--- src/rtl/alu_sequencer.sv ---
// Sequenced, back-pressured request/response front end for a 16-bit ALU.
// Shift-left and multiply iterate through the same adder over several cycles.

module alu16 (
  input  logic [15:0] a,
  input  logic [15:0] b,
  input  logic        ci,
  input  logic        nb,
  input  logic        ic,
  input  logic        zb,
  output logic [15:0] out,
  output logic        co
);
  logic [15:0] bx_s;
  logic [16:0] sum_s;

  assign bx_s  = (zb ? 16'd0 : b) ^ {16{nb}};
  assign sum_s = {1'b0, a} + {1'b0, bx_s} + {16'd0, ci};
  assign out   = ic ? (a ^ bx_s) : sum_s[15:0];
  assign co    = ic ? 1'b0 : sum_s[16];
endmodule

module alu_sequencer (
  input  logic        clk,
  input  logic        rst,
  input  logic        req_valid,
  output logic        req_ready,
  input  logic [2:0]  req_op,
  input  logic [15:0] req_a,
  input  logic [15:0] req_b,
  output logic        rsp_valid,
  input  logic        rsp_ready,
  output logic [15:0] rsp_data,
  output logic        rsp_carry
);
  localparam logic [2:0] OP_ADD = 3'd0;
  localparam logic [2:0] OP_SUB = 3'd1;
  localparam logic [2:0] OP_XOR = 3'd2;
  localparam logic [2:0] OP_INC = 3'd3;
  localparam logic [2:0] OP_DEC = 3'd4;
  localparam logic [2:0] OP_NEG = 3'd5;
  localparam logic [2:0] OP_SHL = 3'd6;
  localparam logic [2:0] OP_MUL = 3'd7;

  typedef enum logic [1:0] {
    IDLE = 2'd0,
    EXEC = 2'd1,
    DONE = 2'd2
  } state_t;

  state_t      state_r;
  logic [2:0]  op_r;
  logic [15:0] acc_r;
  logic [15:0] mcand_r;
  logic [15:0] mplier_r;
  logic [4:0]  cnt_r;
  logic        sticky_r;
  logic [15:0] rsp_data_r;
  logic        rsp_carry_r;
  logic        rsp_valid_r;

  logic [15:0] alu_a_s;
  logic [15:0] alu_b_s;
  logic [15:0] alu_out_s;
  logic        alu_ci_s;
  logic        alu_nb_s;
  logic        alu_ic_s;
  logic        alu_zb_s;
  logic        alu_co_s;
  logic        last_s;
  logic        carry_s;

  alu16 u_alu (
    .a   (alu_a_s),
    .b   (alu_b_s),
    .ci  (alu_ci_s),
    .nb  (alu_nb_s),
    .ic  (alu_ic_s),
    .zb  (alu_zb_s),
    .out (alu_out_s),
    .co  (alu_co_s)
  );

  // ALU control decode from the latched opcode; acc_r holds A (or the product), mcand_r holds B
  always_comb begin
    alu_a_s  = acc_r;
    alu_b_s  = mcand_r;
    alu_ci_s = 1'b0;
    alu_nb_s = 1'b0;
    alu_ic_s = 1'b0;
    alu_zb_s = 1'b0;
    case (op_r)
      OP_ADD: begin
        alu_ci_s = 1'b0;
      end
      OP_SUB: begin
        alu_ci_s = 1'b1;
        alu_nb_s = 1'b1;
      end
      OP_XOR: begin
        alu_ic_s = 1'b1;
      end
      OP_INC: begin
        alu_ci_s = 1'b1;
        alu_zb_s = 1'b1;
      end
      OP_DEC: begin
        alu_nb_s = 1'b1;
        alu_zb_s = 1'b1;
      end
      OP_NEG: begin
        alu_a_s  = 16'd0;
        alu_b_s  = acc_r;
        alu_ci_s = 1'b1;
        alu_nb_s = 1'b1;
      end
      OP_SHL: begin
        // a zero count turns the single cycle into a pass-through of A
        alu_b_s  = acc_r;
        alu_zb_s = (cnt_r == 5'd0);
      end
      OP_MUL: begin
        alu_zb_s = ~mplier_r[0];
      end
      default: begin
        alu_a_s = acc_r;
      end
    endcase
  end

  // Termination of EXEC and the carry reported with the result
  always_comb begin
    if ((op_r == OP_SHL) || (op_r == OP_MUL)) begin
      last_s = (cnt_r <= 5'd1);
    end else begin
      last_s = 1'b1;
    end
    carry_s = sticky_r | alu_co_s;
  end

  // Sequencer FSM with registered response outputs
  always_ff @(posedge clk) begin
    if (rst) begin
      state_r     <= IDLE;
      op_r        <= 3'd0;
      acc_r       <= 16'd0;
      mcand_r     <= 16'd0;
      mplier_r    <= 16'd0;
      cnt_r       <= 5'd0;
      sticky_r    <= 1'b0;
      rsp_data_r  <= 16'd0;
      rsp_carry_r <= 1'b0;
      rsp_valid_r <= 1'b0;
    end else begin
      case (state_r)
        IDLE: begin
          rsp_valid_r <= 1'b0;
          if (req_valid) begin
            op_r     <= req_op;
            sticky_r <= 1'b0;
            mplier_r <= req_b;
            if (req_op == OP_MUL) begin
              acc_r   <= 16'd0;
              mcand_r <= req_a;
              cnt_r   <= 5'd16;
            end else begin
              acc_r   <= req_a;
              mcand_r <= req_b;
              cnt_r   <= {1'b0, req_b[3:0]};
            end
            state_r <= EXEC;
          end else begin
            state_r <= IDLE;
          end
        end
        EXEC: begin
          acc_r    <= alu_out_s;
          sticky_r <= carry_s;
          mcand_r  <= {mcand_r[14:0], 1'b0};
          mplier_r <= {1'b0, mplier_r[15:1]};
          if (cnt_r != 5'd0) begin
            cnt_r <= cnt_r - 5'd1;
          end else begin
            cnt_r <= 5'd0;
          end
          if (last_s) begin
            rsp_data_r  <= alu_out_s;
            rsp_carry_r <= carry_s;
            rsp_valid_r <= 1'b1;
            state_r     <= DONE;
          end else begin
            state_r <= EXEC;
          end
        end
        DONE: begin
          if (rsp_ready) begin
            rsp_valid_r <= 1'b0;
            state_r     <= IDLE;
          end else begin
            state_r <= DONE;
          end
        end
        default: begin
          rsp_valid_r <= 1'b0;
          state_r     <= IDLE;
        end
      endcase
    end
  end

  assign req_ready = (state_r == IDLE) && !rst;
  assign rsp_valid = rsp_valid_r;
  assign rsp_data  = rsp_data_r;
  assign rsp_carry = rsp_carry_r;
endmodule

--- config.mk ---
export PLATFORM = sky130hd
export DESIGN_NAME = alu_sequencer
export DESIGN_NICKNAME = d
export VERILOG_FILES = /design/src/rtl/alu_sequencer.sv
export SDC_FILE = /design/constraint.sdc
export NUM_CORES = 1
export LEC_CHECK = 0
export ABC_AREA = 1
export CORE_MARGIN = 3
export CORE_UTILIZATION = 40
export DETAILED_ROUTE_END_ITERATION = 10
export PLACE_DENSITY_LB_ADDON = 0.1
export SETUP_SLACK_MARGIN = 0.2
export SYNTH_ARGS = -nofsm -noshare
export SYNTH_HDL_FRONTEND = slang
export SYNTH_HIERARCHICAL = 1
export SYNTH_SLANG_ARGS = --single-unit
--- constraint.sdc ---
create_clock -name clk -period 8.5 [get_ports clk]
set_clock_uncertainty 0.1 [all_clocks]
set_input_delay 0.85 -clock clk [delete_from_list [all_inputs] [get_ports clk]]
set_output_delay 0.85 -clock clk [all_outputs]
set_load 0.05 [all_outputs]
==> flow_summary_export.csv <==
group,metric,value,unit
clocking,htree_levels,3,
sta,tns,0,ns
sta,hold_viol,0,
clocking,cts_made_buffers,9,
yosys,synth_warnings,6,
yosys,synth_area_leaders,"dfxtp_1 (30%), nand2_1 (19%), inv_1 (7.1%)",
worst_setup_path,cp-end-kind,"flop",
sta,slew-limit-headroom,30.9,%
layout,layout_common_cells,"nand2_1 (260), inv_1 (97), dfxtp_1 (77)",
pwr,ir_drop,0.0000839,V
job,maxCapViolCount,0,
die,io_pins,58,
worst_setup_path,timing.rr.start,"op_r[1]",
die,initial_utilization,41.8,%
global_routing,antenna_found_initial,0,
run_status,outcome,"finished, final reports clean",
yosys,netlist_area,5150,um^2
clocking,cts-root-buf,"clkbuf_16",
worst_setup_path,start_kind,"flop",
clocking,cts_sinks,77,
yosys,async_reset_ff_share,0,%
worst_setup_path,ff2ff_path_depth,20,
die,die_y,119,um
worst_setup_path,rrSetupSlack,4.84,ns
yosys,synth_seq_area_share,29.9,%
pwr,p_clk_share,30.4,%
sta,tightest_slew,1.04,ns
layout,final_common_cell,"nand2_1",
yosys,synth_cells,789,
pwr,comb_power_share,34.2,%
pwr,p_sw,439,uW
yosys,synth.largest_area_cell,"dfxtp_1",
worst_hold_path,holdCritPathClass,"reg2reg",
worst_setup_path,cp.required,8.66,ns
pwr,switching_share,37.5,%
layout,final_layout_size_suffix_gt1_share,6.17,%
yosys,synth_edf_count,0,
placement,port_buffers,57,
yosys,synth_fp_nets,849,
route,firstDrtPassIters,5,
placement,place_hpwl,11200,um
layout,diodes,0,
worst_hold_path,hold_depth,2,
die,die_x,119,um
pwr,p_int,733,uW
route,detail_route.iter0.violations,556,
worst_setup_path,crit_fanout,18,
clocking,postCtsSetupBuffers,0,
global_routing,grt_max_degree,72,
layout,post-route-util,48.9,%
die,die_area,14300,um^2
global_routing,grt_pass1_vias,4886,
route,post_drt_wl_per_cell,15.5,um
clocking,max-clock-path-buffers,2,
layout,nets,881,
placement,placed_area,5750,um^2
placement,place_ws,4.92,ns
yosys,ys_types,36,
placement,place_congestion,0.956,
route,drt_wl_total,15400,um
clocking,tritoncts,"yes",
worst_hold_path,hp-start,"rsp_data[11]",
sta,max_freq,273,MHz
worst_hold_path,worst_hold_path.endpoint,"rsp_data[11]",
yosys,yosys_most_used_dff,"dfxtp_1",
yosys,synth.top_cell.area_share,29.9,%
sta,post-route-period-util,43.0,%
global_routing,gr-total-overflow,0,
layout,fin_area,6020,um^2
clocking,clock_latency,0.34,ns
yosys,syn_area_per_cell,6.53,um^2
sta,period_needed,3.66,ns
global_routing,grt_pass1_wl,25500,um
pwr,power_density,195,nW/um^2
sta,rsz0062_at_grt,"false",
pwr,p_seq_share,35.4,%
sta,layout_setup_ws,4.84,ns
layout,area_growth,16.9,%
route,num_vias,5140,
clocking,cts_resized,0,
worst_setup_path,crit_type,"reg2reg",
clocking,path_clk_slew,0.06,ns
pwr,p_leak,2.74,nW
pwr,finalPower,1.17,mW
die,std_cell_rows,40,
yosys,synth_seq_cells,77,
global_routing,grt_use_total,21.9,%
die,core,12300,um^2
route,ant_nets,0,
worst_setup_path,worstPathArrival,3.82,ns
sta,slew_violations,0,
route,drcViolationCount,0,
route,viasPerCell,5.17,
clocking,hold_buffers,0,
worst_setup_path,r2r-end,"acc_r[8]",
sta,setup_viol,0,
==> worst max-delay path, stage by stage (launching register included) <==
cell	delay, ns
dfxtp_1	0.36
inv_1	0.13
nand3_2	0.30
nand2_4	0.33
nand2_1	0.07
o21ai_0	0.09
nand2_1	0.09
xor2_1	0.16
inv_1	0.13
fa_1	0.23
inv_1	0.07
fa_1	0.35
inv_1	0.07
nand2_1	0.08
o21ai_0	0.29
nand2_1	0.08
nand2_1	0.06
nand2_1	0.05
xor2_1	0.26
nand2_1	0.09
a31oi_1	0.18
==> kinds of logic after synthesis <==
logic type,count (synthesis),synth area share [%]
simple gates,377,30.4
fa+ha+maj,21,5.39
xor+xnor,25,4.25
buf+inv,141,11.6
compound gates,134,14.9
mux,14,3.50
flops,77,29.9
==> power by group through the flow <==
stage / sequential (mW) / clock (mW) / combinational (mW)
after global routing: 0.419 / 0.378 / 0.445
after floorplan: 0.433 / 0 / 0.266
after detailed placement: 0.423 / 0 / 0.393
final: 0.415 / 0.356 / 0.400
after CTS: 0.415 / 0.360 / 0.396
after global placement: 0.422 / 0 / 0.391
==> metal layers <==
metal	global-route usage, %	vias up	wire length (um)
li1	-	2609	-
met3	3.04	16	837
met5	0	-	0
met2	31.6	142	6580
met4	5.87	0	246
met1	33.8	2373	7730
==> cell usage after synthesis, types with 6 or more instances <==
library cell  count
clkbuf_1         11
buf_2            14
mux2_4            6
mux2_2            8
ha_1             19
inv_1            97
nand3_1          68
o21ai_0          21
buf_4             7
nand2_1         260
dfxtp_1          77
a31oi_1          35
a22oi_1          12
nor2_1           28
a21oi_1          58
nor3_1            6
xor2_1           23
==> stage by stage <==
stage / hold WS (ns) / cells
final: 0.367 / 994
after global routing: 0.387 / 994
after CTS: 0.365 / 994
after detailed placement: 0.357 / 978
after global placement: 0.351 / 978
after floorplan: 0.336 / 789
==> flip-flops by register name, indices dropped and copies added, names as in the netlist <==
| signal | flops |
|---|---|
| sticky_r | 1 |
| mplier_r | 16 |
| rsp_data | 16 |
| cnt_r | 5 |
| op_r | 3 |
| rsp_carry | 1 |
| rsp_valid | 1 |
| acc_r | 16 |
| state_r | 2 |
| mcand_r | 16 |
==> area by class of cell <==
cell class | count | area [um^2]
fill | 1304 | 6290
multi-input combinational | 571 | 3020
sequential | 77 | 1540
timing repair buffer | 60 | 588
inverter | 102 | 385
clock buffer | 13 | 250
tap | 168 | 210
clock inverter | 3 | 21.3
==> worst max-delay path by stage <==
stage	start	slack, ns	cells past startpoint	end
global route	op_r[1]	4.35	20	acc_r[8]
detailed placement	op_r[2]	4.92	17	rsp_carry
finish	op_r[1]	4.84	20	acc_r[8]
floorplan	rst	5.47	2	req_ready
global placement	op_r[1]	5.01	20	rsp_data[8]
CTS	op_r[2]	4.88	17	rsp_carry
(Power assumes the default switching activity.)
